[config.mk]
export PLATFORM = sky130hd
export DESIGN_NAME = frame_grabber_flat
export DESIGN_NICKNAME = d
export VERILOG_FILES = /design/src/rtl/capture_pkg.sv /design/src/rtl/frame_grabber_if.sv /design/src/rtl/frame_window_addr.sv /design/src/rtl/frame_grabber.sv /design/src/flat_wrapper.sv
export SDC_FILE = /design/constraint.sdc
export NUM_CORES = 1
export LEC_CHECK = 0
export CORE_MARGIN = 3
export CORE_UTILIZATION = 40
export DETAILED_ROUTE_END_ITERATION = 7
export GPL_ROUTABILITY_DRIVEN = 0
export GPL_TIMING_DRIVEN = 0
export PLACE_DENSITY = 0.67
export SETUP_SLACK_MARGIN = 0.1
export SLEW_MARGIN = 20
export SYNTH_ARGS = -nofsm -noshare
export SYNTH_HDL_FRONTEND = slang
export SYNTH_HIERARCHICAL = 1
export SYNTH_SLANG_ARGS = --single-unit
[constraint.sdc]
create_clock -name iCLK -period 10.4 [get_ports iCLK]
set_input_delay 2.08 -clock iCLK [delete_from_list [all_inputs] [get_ports iCLK]]
set_output_delay 2.08 -clock iCLK [all_outputs]
set_load 0.005 [all_outputs]
[src/rtl/capture_pkg.sv]
// Shared encodings and the luma helper for the frame grabber.
package capture_pkg;

    localparam int PIX_W   = 10;
    localparam int COORD_W = 13;

    typedef enum logic [2:0] {
        ST_IDLE,
        ST_ARM,
        ST_WAIT_SOF,
        ST_CAPTURE,
        ST_DONE
    } state_e;

    typedef enum logic [1:0] {
        MODE_RED,
        MODE_GREEN,
        MODE_BLUE,
        MODE_LUMA
    } mode_e;

    // (R + 2G + B) / 4 in a 12-bit sum, so full-scale inputs cannot overflow.
    function automatic logic [PIX_W-1:0] luma(input logic [PIX_W-1:0] r,
                                              input logic [PIX_W-1:0] g,
                                              input logic [PIX_W-1:0] b);
        logic [PIX_W+1:0] sum;
        sum = {2'b00, r} + {1'b0, g, 1'b0} + {2'b00, b};
        return sum[PIX_W+1:2];
    endfunction

endpackage

[src/rtl/frame_grabber_if.sv]
// RAM write port driven by the grabber (master) and consumed by the frame store (slave).
interface frame_grabber_if #(
    parameter int ADDR_W = 15,
    parameter int DATA_W = 10
);
    logic [ADDR_W-1:0] oMemAddr;
    logic [DATA_W-1:0] oMemData;
    logic              oMemWE;

    modport master (output oMemAddr, output oMemData, output oMemWE);
    modport slave  (input  oMemAddr, input  oMemData, input  oMemWE);
endinterface

[src/rtl/frame_window_addr.sv]
// Combinational window hit test (half-open bounds, subsample alignment) and raster address.
module frame_window_addr
    import capture_pkg::*;
#(
    parameter int H_START  = 144,
    parameter int V_START  = 35,
    parameter int H_RES    = 160,
    parameter int V_RES    = 120,
    parameter int SUB_LOG2 = 0,
    parameter int ADDR_W   = 15
) (
    input  logic [COORD_W-1:0] x_i,
    input  logic [COORD_W-1:0] y_i,
    output logic               hit_o,
    output logic [ADDR_W-1:0]  addr_o
);
    localparam logic [COORD_W:0] X_LO     = (COORD_W+1)'(H_START);
    localparam logic [COORD_W:0] X_HI     = (COORD_W+1)'(H_START + H_RES);
    localparam logic [COORD_W:0] Y_LO     = (COORD_W+1)'(V_START);
    localparam logic [COORD_W:0] Y_HI     = (COORD_W+1)'(V_START + V_RES);
    localparam logic [COORD_W:0] SUB_MASK = (COORD_W+1)'((1 << SUB_LOG2) - 1);
    localparam int               ROW_W    = H_RES >> SUB_LOG2;

    logic [COORD_W:0] x_ext, y_ext, dx, dy;
    logic             in_x, in_y, aligned;

    assign x_ext = {1'b0, x_i};
    assign y_ext = {1'b0, y_i};
    assign dx    = x_ext - X_LO;
    assign dy    = y_ext - Y_LO;

    assign in_x    = (x_ext >= X_LO) && (x_ext < X_HI);
    assign in_y    = (y_ext >= Y_LO) && (y_ext < Y_HI);
    assign aligned = ((dx & SUB_MASK) == '0) && ((dy & SUB_MASK) == '0);
    assign hit_o   = in_x && in_y && aligned;

    // Row stride is the subsampled window width, so the frame packs densely from 0.
    assign addr_o = ADDR_W'(32'(dy >> SUB_LOG2) * 32'(ROW_W) + 32'(dx >> SUB_LOG2));
endmodule

[src/rtl/frame_grabber.sv]
// Single-frame grabber: arms on iStart, skips settling frames, stores one windowed
// frame to RAM with one cycle of latency, then holds oStopCapture until iStart drops.
module frame_grabber
    import capture_pkg::*;
#(
    parameter int H_START     = 144,
    parameter int V_START     = 35,
    parameter int H_RES       = 160,
    parameter int V_RES       = 120,
    parameter int SUB_LOG2    = 0,
    parameter int DATA_W      = 10,
    parameter int ADDR_W      = 15,
    parameter int SKIP_FRAMES = 300,
    parameter int SOF_X       = 0,
    parameter int SOF_Y       = 0
) (
    input  logic               iCLK,
    input  logic               iRST_N,
    input  logic [PIX_W-1:0]   iRed,
    input  logic [PIX_W-1:0]   iGreen,
    input  logic [PIX_W-1:0]   iBlue,
    input  logic [COORD_W-1:0] iX,
    input  logic [COORD_W-1:0] iY,
    input  logic               iStart,
    input  logic [1:0]         iMode,
    frame_grabber_if.master    mem,
    output logic               oBusy,
    output logic               oReady,
    output logic               oStopCapture,
    output logic               oLed
);
    localparam int CNT_W = $clog2(SKIP_FRAMES + 2);

    state_e             state_q, state_d;
    logic [CNT_W-1:0]   cnt_q, cnt_d;
    mode_e              mode_q, mode_d;
    logic [ADDR_W-1:0]  addr_q, addr_d;
    logic [DATA_W-1:0]  data_q, data_d;
    logic               we_q, we_d;

    logic               sof, hit;
    logic [ADDR_W-1:0]  win_addr;
    logic [PIX_W-1:0]   pix;

    assign sof = (iX == COORD_W'(SOF_X)) && (iY == COORD_W'(SOF_Y));

    frame_window_addr #(
        .H_START (H_START),
        .V_START (V_START),
        .H_RES   (H_RES),
        .V_RES   (V_RES),
        .SUB_LOG2(SUB_LOG2),
        .ADDR_W  (ADDR_W)
    ) u_win (
        .x_i   (iX),
        .y_i   (iY),
        .hit_o (hit),
        .addr_o(win_addr)
    );

    always_comb begin
        unique case (mode_q)
            MODE_RED:   pix = iRed;
            MODE_GREEN: pix = iGreen;
            MODE_BLUE:  pix = iBlue;
            MODE_LUMA:  pix = luma(iRed, iGreen, iBlue);
        endcase
    end

    // NOTE: every next-state signal gets its hold value first so no path infers a latch.
    always_comb begin
        state_d = state_q;
        cnt_d   = cnt_q;
        mode_d  = mode_q;
        addr_d  = addr_q;
        data_d  = data_q;
        we_d    = 1'b0;
        unique case (state_q)
            ST_IDLE: begin
                cnt_d = '0;
                if (iStart) state_d = ST_ARM;
            end
            ST_ARM: begin
                if (!iStart)                            state_d = ST_IDLE;
                else if (cnt_q == CNT_W'(SKIP_FRAMES))  state_d = ST_WAIT_SOF;
                else if (sof && cnt_q != '1)            cnt_d   = cnt_q + 1'b1;
            end
            ST_WAIT_SOF: begin
                if (!iStart) begin
                    state_d = ST_IDLE;
                end else if (sof) begin
                    state_d = ST_CAPTURE;
                    mode_d  = mode_e'(iMode);
                end
            end
            ST_CAPTURE: begin
                // Abort outranks both the closing sof and any pending pixel write.
                if (!iStart) begin
                    state_d = ST_IDLE;
                end else begin
                    if (sof) state_d = ST_DONE;
                    if (hit) begin
                        we_d   = 1'b1;
                        addr_d = win_addr;
                        data_d = pix[PIX_W-1 -: DATA_W];
                    end
                end
            end
            ST_DONE: begin
                if (!iStart) state_d = ST_IDLE;
            end
            default: state_d = ST_IDLE;
        endcase
    end

    // NOTE: state is updated with non-blocking assignments so all registers see pre-edge values.
    always_ff @(posedge iCLK) begin
        if (!iRST_N) begin
            state_q <= ST_IDLE;
            cnt_q   <= '0;
            mode_q  <= MODE_RED;
            addr_q  <= '0;
            data_q  <= '0;
            we_q    <= 1'b0;
        end else begin
            state_q <= state_d;
            cnt_q   <= cnt_d;
            mode_q  <= mode_d;
            addr_q  <= addr_d;
            data_q  <= data_d;
            we_q    <= we_d;
        end
    end

    assign mem.oMemAddr = addr_q;
    assign mem.oMemData = data_q;
    assign mem.oMemWE   = we_q;

    assign oBusy        = (state_q == ST_ARM) || (state_q == ST_WAIT_SOF) || (state_q == ST_CAPTURE);
    assign oReady       = (state_q == ST_DONE);
    assign oStopCapture = (state_q == ST_DONE);
    assign oLed         = (state_q == ST_CAPTURE) || (state_q == ST_DONE);
endmodule

[src/flat_wrapper.sv]
// flat-port wrapper written by rule: the top's interface ports become plain ports
module frame_grabber_flat import capture_pkg::*;
#(
    parameter int H_START     = 144,
    parameter int V_START     = 35,
    parameter int H_RES       = 160,
    parameter int V_RES       = 120,
    parameter int SUB_LOG2    = 0,
    parameter int DATA_W      = 10,
    parameter int ADDR_W      = 15,
    parameter int SKIP_FRAMES = 300,
    parameter int SOF_X       = 0,
    parameter int SOF_Y       = 0
)
  (iCLK, iRST_N, iRed, iGreen, iBlue, iX, iY, iStart, iMode, oBusy, oReady, oStopCapture, oLed, mem_oMemAddr, mem_oMemData, mem_oMemWE);
  frame_grabber_if #(.ADDR_W(ADDR_W), .DATA_W(DATA_W)) mem_i ();
  input  logic iCLK;
  input  logic iRST_N;
  input  logic [PIX_W-1:0] iRed;
  input  logic [PIX_W-1:0] iGreen;
  input  logic [PIX_W-1:0] iBlue;
  input  logic [COORD_W-1:0] iX;
  input  logic [COORD_W-1:0] iY;
  input  logic iStart;
  input  logic [1:0] iMode;
  output logic oBusy;
  output logic oReady;
  output logic oStopCapture;
  output logic oLed;
  output wire logic [$bits(mem_i.oMemAddr)-1:0] mem_oMemAddr;
  output wire logic [$bits(mem_i.oMemData)-1:0] mem_oMemData;
  output wire logic [$bits(mem_i.oMemWE)-1:0] mem_oMemWE;
  assign mem_oMemAddr = mem_i.oMemAddr;
  assign mem_oMemData = mem_i.oMemData;
  assign mem_oMemWE = mem_i.oMemWE;
  frame_grabber #(.H_START(H_START), .V_START(V_START), .H_RES(H_RES), .V_RES(V_RES), .SUB_LOG2(SUB_LOG2), .DATA_W(DATA_W), .ADDR_W(ADDR_W), .SKIP_FRAMES(SKIP_FRAMES), .SOF_X(SOF_X), .SOF_Y(SOF_Y)) u_core (.iCLK(iCLK), .iRST_N(iRST_N), .iRed(iRed), .iGreen(iGreen), .iBlue(iBlue), .iX(iX), .iY(iY), .iStart(iStart), .iMode(iMode), .mem(mem_i), .oBusy(oBusy), .oReady(oReady), .oStopCapture(oStopCapture), .oLed(oLed));
endmodule
# Word level (Yosys, flattened, before mapping)
# Cells that the tools add are included.
dict set report classes {
  reduce_logical 18
  eq_ne 17
  mux 15
  n_lt_le_gt_ge 4
  mul 1
  add_sub_neg 6
}
# op n
set ops {}
lappend ops {{one-hot mux 10 bit (4 select lines)} 1}
lappend ops {{two-way mux 9 bit} 3}
lappend ops {{logical NOT 13 bit} 2}
lappend ops {{two-way mux 3 bit} 8}
lappend ops {{one-hot mux 9 bit (2 select lines)} 1}
lappend ops {{adder 15 x 14 -> 15 bit} 1}
lappend ops {{one-hot mux 3 bit (5 select lines)} 1}
lappend ops {{multiplier 14 x 3 -> 10 bit (second input constant)} 1}
lappend ops {{subtractor 13 x 6 -> 14 bit (second input constant)} 1}
lappend ops {{subtractor 13 x 8 -> 14 bit (second input constant)} 1}
lappend ops {{>= comparator 13 x 6 -> 1 bit (second input constant)} 1}
lappend ops {{>= comparator 13 x 8 -> 1 bit (second input constant)} 1}
lappend ops {{< comparator 13 x 8 -> 1 bit (second input constant)} 1}
lappend ops {{< comparator 13 x 9 -> 1 bit (second input constant)} 1}
lappend ops {{adder 10 x 11 -> 12 bit} 1}
lappend ops {{adder 12 x 10 -> 12 bit} 1}
lappend ops {{adder 9 x 1 -> 9 bit (second input constant)} 1}
lappend ops {{equality test 9 bit (second input constant)} 1}
lappend ops {{inequality test 3 x 2 -> 1 bit (second input constant)} 3}
lappend ops {{inequality test 9 bit (second input constant)} 1}
lappend ops {{AND reduction 3 bit} 3}
lappend ops {{inequality test 2 bit (second input constant)} 4}
lappend ops {{equality test 3 x 2 -> 1 bit (second input constant)} 2}
lappend ops {{logical AND 1 bit} 5}
lappend ops {{12 further kinds} 15}
dict set report word_totals {
  input_bits 61
  reg_bits 40
}

# Longest topological paths before layout
# Gate-level depths: netlist (run 1).
dict set report depth {
  depth_word 7
  mapped_depth 17
}

# Cells and area by module
# The synthesis (run 1) kept the hierarchy.
# module cells_per_inst instances seq_area_each_um2 area_each_um2
set modules_own_cells {}
lappend modules_own_cells {frame_grabber 320 1 800.8 2720.1}
lappend modules_own_cells {frame_window_addr 145 1 0.0 1088.5}

# Worst setup path after synthesis (run 1)
# Ideal clock, no wire load.
dict set report synth_timing {
  path_type {in2reg}
  start {in iY[0]}
  end {reg u_core.addr_q[13] (netlist: u_core/mem.oMemAddr[13])}
  path_buffers 0
  path_slack_ns 5.320
  cell_stages 15
  t_required_ns 10.268
  setup_ns 0.132
  t_arrival_ns 4.948
  path_cell_list {ha_1 -> o41ai_1 -> xor2_1 -> ha_1 -> ha_1 -> o21ai_0 -> nor2_1 -> a21oi_1 -> ha_1 -> o21a_1 -> nor2b_1 -> a311o_1 -> xor2_1 -> nand2_1 -> a21oi_1}
}
dict set report synth_via {
  word_cells_on_any_way 8
}
# item line_no
set synth_rtl {}
lappend synth_rtl {{from (decl)} flat_wrapper.sv:23} ;# input logic [COORD_W-1:0] iY;
lappend synth_rtl {{subtractor 13 x 6 -> 14 bit} frame_window_addr.sv:30} ;# assign dy = y_ext - Y_LO;
lappend synth_rtl {{multiplier 14 x 3 -> 10 bit} frame_window_addr.sv:38} ;# assign addr_o = ADDR_W'(32'(dy >> SUB_LOG2) * 32'(ROW_W) + 32'(dx >> SUB_LOG2));
lappend synth_rtl {{adder 15 x 14 -> 15 bit} frame_window_addr.sv:38}
lappend synth_rtl {{named net u_core.win_addr[13]} frame_grabber.sv:42} ;# logic [ADDR_W-1:0] win_addr;
lappend synth_rtl {{to (signal assigned)} frame_grabber.sv:129} ;# addr_q <= addr_d;
lappend synth_rtl {{to (decl)} frame_grabber.sv:37} ;# logic [ADDR_W-1:0] addr_q, addr_d;
# The timed path passes the listed nets, and every way through them passes these cells.
# A chain may end at the register's enable or synchronous reset.

# Worst setup path after layout (run 1)
# Same ends and word-level chain as after synthesis.

==> results of run 1 <==
per-layer routing:
layer | vias up | GRT usage [%] | part of all wire (%)
li1 | 1880 | - | -
met1 | 1720 | 26.5 | 46
met2 | 135 | 33.9 | 46
met3 | 13 | 2.92 | 6.2
met4 | 0 | 4.84 | 1.5
met5 | - | 0 | 0
Yosys cell counts (all sizes together), types with 3 or more instances:
| master | instances |
|---|---|
| o22ai | 3 |
| a2111oi | 5 |
| nand3 | 7 |
| o21ai | 18 |
| a211o | 3 |
| o21a | 5 |
| and3 | 7 |
| a21o | 4 |
| inv | 22 |
| fa | 12 |
| nor4 | 9 |
| nor2 | 34 |
| dfxtp | 40 |
| o211ai | 5 |
| nor3 | 11 |
| xnor2 | 17 |
| or4 | 3 |
| ha | 37 |
| mux2 | 3 |
| mux2i | 7 |
| nand2b | 11 |
| a211oi | 9 |
| or2 | 3 |
| nand2 | 64 |
| clkbuf | 12 |
| buf | 9 |
| nor2b | 8 |
| mux4 | 4 |
| xor2 | 12 |
| nand4 | 3 |
| a21oi | 37 |
| o21bai | 4 |
cell usage in the layout, fill, tap and decap left out, types with 5 or more instances in the layout:
cell / instances
a2111oi_0: 5
a211oi_1: 9
a21oi_1: 36
and3_1: 7
buf_4: 5
clkbuf_1: 13
clkbuf_8: 6
clkdlybuf4s50_1: 89
dfxtp_1: 40
fa_1: 12
ha_1: 37
inv_1: 22
mux2i_1: 7
nand2_1: 64
nand2b_1: 11
nand3_1: 7
nor2_1: 34
nor2b_1: 8
nor3_1: 11
nor4_1: 6
o211ai_1: 5
o21a_1: 5
o21ai_0: 18
xnor2_1: 17
xor2_1: 12
tightest hold or removal path, delay by kind of cell, from the launching register on:
family           cells  cell delay, ns
AO/OA/AOI/OAI        1            0.05
flip-flops           1            0.31
AND/OR/NAND/NOR      1            0.05
cell type report:
class	instances	area, µm²	share of cell area (%)
sequential	40	801	16.2
clock buffer	7	76.3	1.54
clock inverter	1	8.76	0.177
tap	126	158	3.19
multi-input combinational	380	2790	56.5
inverter	23	86.3	1.75
timing repair buffer	89	891	18.0
buffer	22	128	2.58
logic make-up after synthesis:
| group | Yosys count | synth area share, % |
|---|---|---|
| AND/OR/NAND/NOR | 171 | 22.4 |
| AO/OA/AOI/OAI | 117 | 20.7 |
| adder cells (fa/ha/maj) | 49 | 18.5 |
| buffers and inverters | 45 | 5.62 |
| flip-flops | 40 | 21.0 |
| XOR/XNOR | 29 | 6.67 |
| multiplexers | 14 | 5.09 |
final timing paths:
path	from	endpoint	slack, ns	depth (start not counted)
worst max-delay path	iY[0]	u_core/mem.oMemAddr[13]$_SDFFE_PN0P_	4.61	16
worst min-delay path	u_core/mem.oMemAddr[12]$_SDFFE_PN0P_	u_core/mem.oMemAddr[12]$_SDFFE_PN0P_	0.46	2
worst min register to register	u_core/mem.oMemAddr[12]$_SDFFE_PN0P_	u_core/mem.oMemAddr[12]$_SDFFE_PN0P_	0.46	2
worst max register to register	u_core/cnt_q[2]$_SDFFE_PN0P_	u_core/cnt_q[7]$_SDFFE_PN0P_	7.91	9
where the power goes:
group | switching (mW) | leakage [nW] | internal [mW] | total, mW
Sequential | 0.0000463 | 0.322 | 0.153 | 0.153
Clock | 0.0560 | 0.0424 | 0.0480 | 0.104
Combinational | 0.132 | 1.52 | 0.120 | 0.252
flip-flops by register name (all words and copies together) (netlist names):
register and flops:
u_core/mem.oMemAddr 15, u_core/mem.oMemData 10, u_core/cnt_q 9, u_core/state_q 3
u_core/mode_q 2, u_core/mem.oMemWE 1
==> flow_metrics.py, run 1 <==
metrics = {
    "critical_path": {
        "cp_data_required_time_ns": 10.63,
        "worstPathArrival_ns": 6.01,
        "cpPeakStageDelay_ns": 0.53,
        "crit_path_end_kind": "register",
        "path_cells": "clkdlybuf4s50_1, ha_1, o41ai_1, xor2_1, ha_1, ha_1, o21ai_0, nor2_1, a21oi_1, ha_1, o21a_1, nor2b_1, a311o_1, xor2_1, nand2_1, a21oi_1",
        "cp-start-kind": "input pin",
        "crit_path_max_fanout": 5,
        "cpLargestDelayFamily": "compound AO/OA/AOI/OAI gates",
        "crit_top_cell": "ha_1",
        "critPathKind": "in2reg",
        "crit_slowest_cell": "o41ai_1",
        "crit_buf_inv": 1,
    },
    "logic_synthesis": {
        "synth_top_cell_by_area": "dfxtp_1",
        "async_flop_share_pct": 0,
        "syn_area_um2": 3810,
        "ys_ff_latch": 40,
        "synth_nets": 575,
        "synth_edf_count": 0,
        "synth_warnings": 6,
        "ys_top_cells_by_area": "dfxtp_1, ha_1, fa_1",
        "synthCells": 465,
        "seq_area_frac_synth_pct": 21.0,
        "yosys.area.top_type_share_pct": 21.0,
        "synth_flop_cell": "dfxtp_1",
        "syn_avg_cell_area_um2": 8.19,
        "synth.distinct_cells": 67,
    },
    "timing": {
        "timing.hold.ws_ns": 0.456,
        "tightest_slew_ns": 1.05,
        "min_period_ns": 5.79,
        "rsz0062_at_grt": "no",
        "period_share_pct": 55.6,
        "setup_ws_ns": 4.61,
        "clock_skew_ns": 0.00908,
        "final.setup.tns_ns": 0,
        "hold_viol_final": 0,
        "slew_headroom_pct": 28.0,
        "setup_viol": 0,
        "slew_viol_final": 0,
        "achievable-frequency_mhz": 173,
    },
    "floorplanning": {
        "die_h_um": 104,
        "core_area_um2": 8980,
        "die_area_um2": 10700,
        "ios": 91,
        "start_util_pct": 42.4,
        "die_w_um": 104,
        "num_rows": 34,
    },
    "detailed_routing": {
        "wirelength_um": 10600,
        "ant_nets": 0,
        "wl_per_cell_um": 15.4,
        "remaining_drc_errors": 0,
        "routed_via_density": 5.45,
        "vias": 3748,
        "firstDrtPassIters": 5,
        "drt_iter0_drc": 149,
    },
    "cts": {
        "cts-root-buf": "clkbuf_8",
        "htreeDepth": 2,
        "clk-insertion-delay-late_ns": 0.29,
        "ctsHoldBuffers": 0,
        "ctsResizeCount": 0,
        "cts_buffers": 5,
        "clk_pin_slew_ns": 0.08,
        "clkSinkCount": 40,
        "cts_tree": "yes",
        "cts_setup_buffers": 0,
        "clk_path_buf_depth": 2,
    },
    "final_layout": {
        "layout.cells.non_filler": 688,
        "nets": 671,
        "syn_to_final_growth_pct": 29.8,
        "final_layout_size_suffix_gt1_share_pct": 5.69,
        "finish.utilization_pct": 55.1,
        "design_area_um2": 4940,
        "num_antenna_cells": 0,
        "fillerInstances": 866,
    },
    "pwr": {
        "irDropWorstVdd_mv": 0.0708,
        "cellPowerDensity_nw_per_um2": 103,
        "leakagePower_nw": 1.89,
        "power_mw": 0.509,
    },
    "flow_run": {
        "cap_viol_max_count": 0,
    },
    "placed_design": {
        "hpwl_um": 8730,
        "placed_area_um2": 4860,
        "place_ws_ns": 4.33,
        "dp.cells": 680,
        "portBuffers": 89,
    },
    "grt": {
        "grt_pass1_vias": 3759,
        "antenna_found_initial": 0,
        "gr-usage-all-layers_pct": 19.9,
        "grt_pass1_wl_um": 17900,
        "overflow": 0,
        "grt_max_degree": 13,
    },
    "worst_hold_path": {
        "hp-class": "reg2reg",
    },
    "outcome": {
        "status": "completed",
    },
}
Power figures use the tool's default switching activity.
==> run 2: changes to the inputs <==
--- a/config.mk
+++ b/config.mk
@@ -10,7 +10,7 @@
 export DETAILED_ROUTE_END_ITERATION = 7
 export GPL_ROUTABILITY_DRIVEN = 0
 export GPL_TIMING_DRIVEN = 0
-export PLACE_DENSITY = 0.67
+export PLACE_DENSITY = 0.69
 export SETUP_SLACK_MARGIN = 0.1
 export SLEW_MARGIN = 20
 export SYNTH_ARGS = -nofsm -noshare
==> constraint.sdc (replaced) <==
create_clock -name iCLK -period 5 [get_ports iCLK]
set_input_delay 1 -clock iCLK [delete_from_list [all_inputs] [get_ports iCLK]]
set_output_delay 1 -clock iCLK [all_outputs]
set_load 0.005 [all_outputs]
==> run 2 against run 1 <==
  * First-iteration DRC count up 38%
  * Total power increased by 110%
  * Global-route usage is 0.66 points lower
  * Worst hold slack better by 0.0018 ns
  * Critical path depth unchanged
  * Sequential cell count stayed put
  * Die area did not move
==> flow_metrics.py, run 2 (synthesis results as in run 1) <==
metrics = {
    "final_layout": {
        "num_antenna_cells": 0,
        "nets": 671,
        "syn_to_final_growth_pct": 30.0,
        "multi_input_area_um2": 2800,
        "most-common-layout-cells": "clkdlybuf4s50_1, nand2_1, dfxtp_1, ha_1, a21oi_1",
        "layout.area.seq_um2": 801,
        "fillerInstances": 857,
        "largest_reg_flops": 15,
        "final_common_cell": "clkdlybuf4s50_1",
        "final_layout_size_suffix_gt1_share_pct": 5.87,
    },
    "critical_path": {
        "cp-start-kind": "input pin",
        "crit_path_max_fanout": 5,
        "crit_path_end_kind": "register",
        "cp_data_required_time_ns": 5.23,
        "r2r-start": "u_core/cnt_q[4]$_SDFFE_PN0P_",
        "r2r_slack_ns": 2.56,
        "cpPeakStageDelay_ns": 0.50,
        "r2r-end": "u_core/cnt_q[7]$_SDFFE_PN0P_",
        "crit_buf_inv": 1,
        "crit_slowest_cell": "clkdlybuf4s50_1",
        "r2r_cells": 9,
        "cpLargestDelayFamily": "compound AO/OA/AOI/OAI gates",
        "critPathKind": "in2reg",
        "path_cells": "clkdlybuf4s50_1, ha_1, o41ai_1, xor2_1, ha_1, ha_1, o21ai_0, nor2_1, a21oi_1, ha_1, o21a_1, nor2b_1, a311o_1, xor2_1, nand2_1, a21oi_1",
        "worstPathArrival_ns": 4.89,
        "crit_top_cell": "ha_1",
        "startpoint": "iY[0]",
    },
    "cts": {
        "ctsHoldBuffers": 0,
        "cts_tree": "yes",
        "htreeDepth": 2,
        "cts-root-buf": "clkbuf_8",
        "ctsResizeCount": 0,
        "cts_buffers": 5,
        "clk_pin_slew_ns": 0.08,
        "clkSinkCount": 40,
        "clk-insertion-delay-late_ns": 0.30,
        "clk_path_buf_depth": 2,
        "cts_setup_buffers": 0,
    },
    "grt": {
        "overflow": 0,
        "grt_pass1_wl_um": 17500,
        "gr-usage-all-layers_pct": 19.2,
        "grt_pass1_vias": 3783,
        "antenna_found_initial": 0,
        "grt_max_degree": 13,
    },
    "timing": {
        "setup_viol": 0,
        "period_share_pct": 93.1,
        "achievable-frequency_mhz": 215,
        "hold_viol_final": 0,
        "slew_viol_final": 0,
        "rsz0062_at_grt": "no",
        "min_period_ns": 4.66,
        "clock_skew_ns": 0.00820,
        "final.setup.tns_ns": 0,
        "slew_headroom_pct": 47.5,
        "tightest_slew_ns": 0.786,
    },
    "floorplanning": {
        "start_util_pct": 42.4,
        "num_rows": 34,
        "core_area_um2": 8980,
        "die_h_um": 104,
        "die_w_um": 104,
        "ios": 91,
        "die_area_um2": 10700,
    },
    "pwr": {
        "power_mw": 1.06,
        "cellPowerDensity_nw_per_um2": 215,
        "irDropWorstVdd_mv": 0.110,
        "leakagePower_nw": 1.89,
    },
    "detailed_routing": {
        "vias": 3761,
        "routed_via_density": 5.47,
        "wirelength_um": 10300,
        "remaining_drc_errors": 0,
        "firstDrtPassIters": 5,
        "ant_nets": 0,
        "wl_per_cell_um": 15.0,
        "drt_iter0_drc": 205,
    },
    "placed_design": {
        "portBuffers": 89,
        "hpwl_um": 8450,
    },
    "worst_hold_path": {
        "hp-class": "reg2reg",
        "hold_end": "u_core/mem.oMemData[4]$_SDFFE_PN0P_",
        "hold_path.startpoint": "u_core/mem.oMemData[4]$_SDFFE_PN0P_",
        "hold_depth": 2,
    },
    "outcome": {
        "status": "completed",
    },
    "flow_run": {
        "cap_viol_max_count": 0,
    },
}
-- run 2: layout make-up --
cell class | count | share of cell area, %
clock inverters | 1 | 0.152
clock buffers | 7 | 1.74
flip-flops and latches | 40 | 16.2
inverters | 23 | 1.74
repair buffers | 89 | 18.0
multi-input cells | 380 | 56.4
plain buffers | 22 | 2.58
well taps | 126 | 3.18
-- run 2: worst reg2reg max path, cell delays in order (launching register included) --
cell	delay [ns]
dfxtp_1	0.34
and3_1	0.20
and3_1	0.19
and3_1	0.18
ha_1	0.17
a211o_1	0.24
o41a_1	0.35
buf_6	0.15
or4_1	0.50
nand2_1	0.07
-- run 2: power breakdown --
part	internal, mW	total (mW)	switching [mW]
Sequential	0.319	0.319	0.0000821
Clock	0.112	0.225	0.113
Combinational	0.249	0.519	0.270
-- run 2: stage by stage --
stage	instance area, µm²	hold WS [ns]	utilization (%)	instances	worst slack, ns
after floorplan	3810	0.447	-	465	1.00
after global placement	4860	0.443	54.1	680	0.144
after detailed placement	4860	0.446	54.1	680	0.0846
after CTS	4950	0.460	55.2	688	0.371
after global routing	4950	0.481	55.2	688	0.120
final	4950	0.458	55.2	688	0.344
-- run 2: routing by layer --
| metal | GRT usage [%] | vias to the layer above | part of all wire, % |
|---|---|---|---|
| li1 | - | 1870 | - |
| met1 | 25.9 | 1748 | 46 |
| met2 | 32.2 | 132 | 46 |
| met3 | 2.92 | 11 | 6.1 |
| met4 | 4.94 | 0 | 1.3 |
| met5 | 0 | - | 0 |
-- run 2: worst max-delay path by stage --
stage          cells after the start                              endpoint  slack [ns]
3_5_place_dp                      12  u_core/mem.oMemAddr[10]$_SDFFE_PN0P_        0.08
5_1_grt                           16  u_core/mem.oMemAddr[13]$_SDFFE_PN0P_        0.12
4_1_cts                           16  u_core/mem.oMemAddr[13]$_SDFFE_PN0P_        0.37
2_1_floorplan                     15  u_core/mem.oMemAddr[13]$_SDFFE_PN0P_        1.00
6_report                          16  u_core/mem.oMemAddr[13]$_SDFFE_PN0P_        0.34
3_3_place_gp                      16  u_core/mem.oMemAddr[13]$_SDFFE_PN0P_        0.14
==> run 3: changes to the inputs <==
--- a/config.mk
+++ b/config.mk
@@ -5,12 +5,13 @@
 export SDC_FILE = /design/constraint.sdc
 export NUM_CORES = 1
 export LEC_CHECK = 0
-export CORE_MARGIN = 3
+export CORE_ASPECT_RATIO = 2
+export CORE_MARGIN = 2
 export CORE_UTILIZATION = 40
 export DETAILED_ROUTE_END_ITERATION = 7
 export GPL_ROUTABILITY_DRIVEN = 0
 export GPL_TIMING_DRIVEN = 0
-export PLACE_DENSITY = 0.69
+export PLACE_DENSITY = 0.67
 export SETUP_SLACK_MARGIN = 0.1
 export SLEW_MARGIN = 20
 export SYNTH_ARGS = -nofsm -noshare
==> constraint.sdc (replaced) <==
create_clock -name iCLK -period 5.5 [get_ports iCLK]
set_input_delay 1.1 -clock iCLK [delete_from_list [all_inputs] [get_ports iCLK]]
set_output_delay 1.1 -clock iCLK [all_outputs]
set_load 0.005 [all_outputs]
==> run 3 against run 2 <==
  * Combinational power is 4.8% lower
  * Sequential cell count unchanged
  * Utilization decreased by 1.5 points
  * Critical path type unchanged
==> flow_metrics.py, run 3 (synthesis results as in run 1) <==
metrics = {
    "timing": {
        "tightest_slew_ns": 0.958,
        "hold_viol_final": 0,
        "min_period_ns": 4.97,
        "slew_headroom_pct": 34.5,
        "period_share_pct": 90.5,
        "final.setup.tns_ns": 0,
        "clock_skew_ns": 0.00650,
        "slew_viol_final": 0,
        "achievable-frequency_mhz": 201,
        "rsz0062_at_grt": "no",
        "setup_viol": 0,
    },
    "critical_path": {
        "worstPathArrival_ns": 5.19,
        "crit_slowest_cell": "o41ai_1",
        "cpPeakStageDelay_ns": 0.57,
        "path_cells": "clkdlybuf4s50_1, ha_1, o41ai_1, xor2_1, ha_1, ha_1, o21ai_0, nor2_1, a21oi_1, ha_1, o21a_1, nor2b_1, a311o_1, xor2_1, nand2_1, a21oi_1",
        "startpoint": "iY[0]",
        "critPathKind": "in2reg",
        "r2r-start": "u_core/cnt_q[4]$_SDFFE_PN0P_",
        "crit_path_end_kind": "register",
        "cp-start-kind": "input pin",
        "crit_top_cell": "ha_1",
        "cp_data_required_time_ns": 5.72,
        "crit_path_max_fanout": 5,
    },
    "placed_design": {
        "hpwl_um": 9410,
        "portBuffers": 89,
        "dp.cells": 658,
        "placed_area_um2": 4830,
    },
    "cts": {
        "cts_setup_buffers": 0,
        "clk-insertion-delay-late_ns": 0.29,
        "cts-root-buf": "clkbuf_16",
        "clkSinkCount": 40,
        "clk_path_buf_depth": 2,
        "ctsHoldBuffers": 0,
        "clk_pin_slew_ns": 0.07,
        "htreeDepth": 2,
        "cts_tree": "yes",
        "cts_buffers": 5,
        "ctsResizeCount": 0,
    },
    "pwr": {
        "power_mw": 1.13,
        "irDropWorstVdd_mv": 0.125,
        "cellPowerDensity_nw_per_um2": 225,
        "leakagePower_nw": 1.92,
    },
    "grt": {
        "grt_pass1_wl_um": 17100,
        "busiest_layer": "met2",
        "gr-usage-met1_pct": 18.8,
        "overflow": 0,
        "antenna_found_initial": 0,
        "grt_max_degree": 15,
        "gr-usage-all-layers_pct": 21.2,
        "grt_pass1_vias": 3871,
        "grt_use_met2_pct": 42.6,
        "grt_use_met3_pct": 1.91,
    },
    "detailed_routing": {
        "vias": 3834,
        "remaining_drc_errors": 0,
        "wirelength_um": 11200,
        "firstDrtPassIters": 6,
        "drt_iter0_drc": 165,
        "routed_via_density": 5.76,
        "wl_per_cell_um": 16.9,
        "ant_nets": 0,
    },
    "outcome": {
        "status": "completed",
    },
    "final_layout": {
        "largest_reg_flops": 15,
        "final_layout_size_suffix_gt1_share_pct": 6.05,
        "layout.cells.non_filler": 666,
        "num_antenna_cells": 0,
        "design_area_um2": 5000,
        "most-common-layout-cells": "clkdlybuf4s50_1, nand2_1, dfxtp_1, ha_1, a21oi_1",
        "nets": 671,
        "syn_to_final_growth_pct": 31.3,
        "final_common_cell": "clkdlybuf4s50_1",
    },
    "floorplanning": {
        "start_util_pct": 40.9,
        "die_w_um": 73,
        "num_rows": 50,
        "core_area_um2": 9320,
        "die_h_um": 142,
        "ios": 91,
        "die_area_um2": 10400,
    },
    "worst_hold_path": {
        "hp-class": "reg2reg",
        "hold_path.startpoint": "u_core/mem.oMemAddr[10]$_SDFFE_PN0P_",
    },
    "flow_run": {
        "cap_viol_max_count": 0,
    },
}
-- run 3: per-stage QoR --
| step | setup WS (ns) | hold slack [ns] | util [%] |
|---|---|---|---|
| floorplan | 1.40 | 0.447 | - |
| global placement | 0.370 | 0.443 | 51.8 |
| detailed placement | 0.282 | 0.447 | 51.8 |
| CTS | 0.585 | 0.456 | 53.7 |
| global route | 0.358 | 0.471 | 53.7 |
| finish | 0.525 | 0.456 | 53.7 |
-- run 3: path summary, 6_finish.rpt --
| kind | depth (start not counted) | slack, ns | to |
|---|---|---|---|
| setup / recovery | 16 | 0.53 | u_core/mem.oMemAddr[13]$_SDFFE_PN0P_ |
| hold / removal | 2 | 0.46 | u_core/mem.oMemAddr[10]$_SDFFE_PN0P_ |
| setup reg to reg | 9 | 3.04 | u_core/cnt_q[7]$_SDFFE_PN0P_ |
| hold reg to reg | 2 | 0.46 | u_core/mem.oMemAddr[10]$_SDFFE_PN0P_ |
-- run 3: report_power, final --
| group | switching [mW] | leakage (nW) | internal [mW] |
|---|---|---|---|
| Clock | 0.126 | 0.0804 | 0.216 |
| Combinational | 0.267 | 1.52 | 0.227 |
| Sequential | 0.0000971 | 0.322 | 0.290 |
-- run 3: cell type report --
cell class	instances	area (µm²)
plain buffers	22	128
clock buffers	5	125
clock inverters	3	46.3
fillers	904	4320
inverters	23	86.3
multi-input cells	380	2790
flip-flops and latches	40	801
well taps	104	130
repair buffers	89	891
-- run 3: critical path, delay by kind of cell --
kind                     cells  cell delay, ns
XOR/XNOR                     2            0.47
buffers and inverters        1            0.50
AO/OA/AOI/OAI                6            1.63
adder cells (fa/ha/maj)      4            1.21
AND/OR/NAND/NOR              3            0.30
-- run 3: per-layer routing --
layer,share of wire (%),wire length [µm],vias up
met4,4.6,514,0
li1,-,-,1877
met2,58,6550,141
met5,0,0,-
met3,3.5,397,30
met1,34,3770,1786
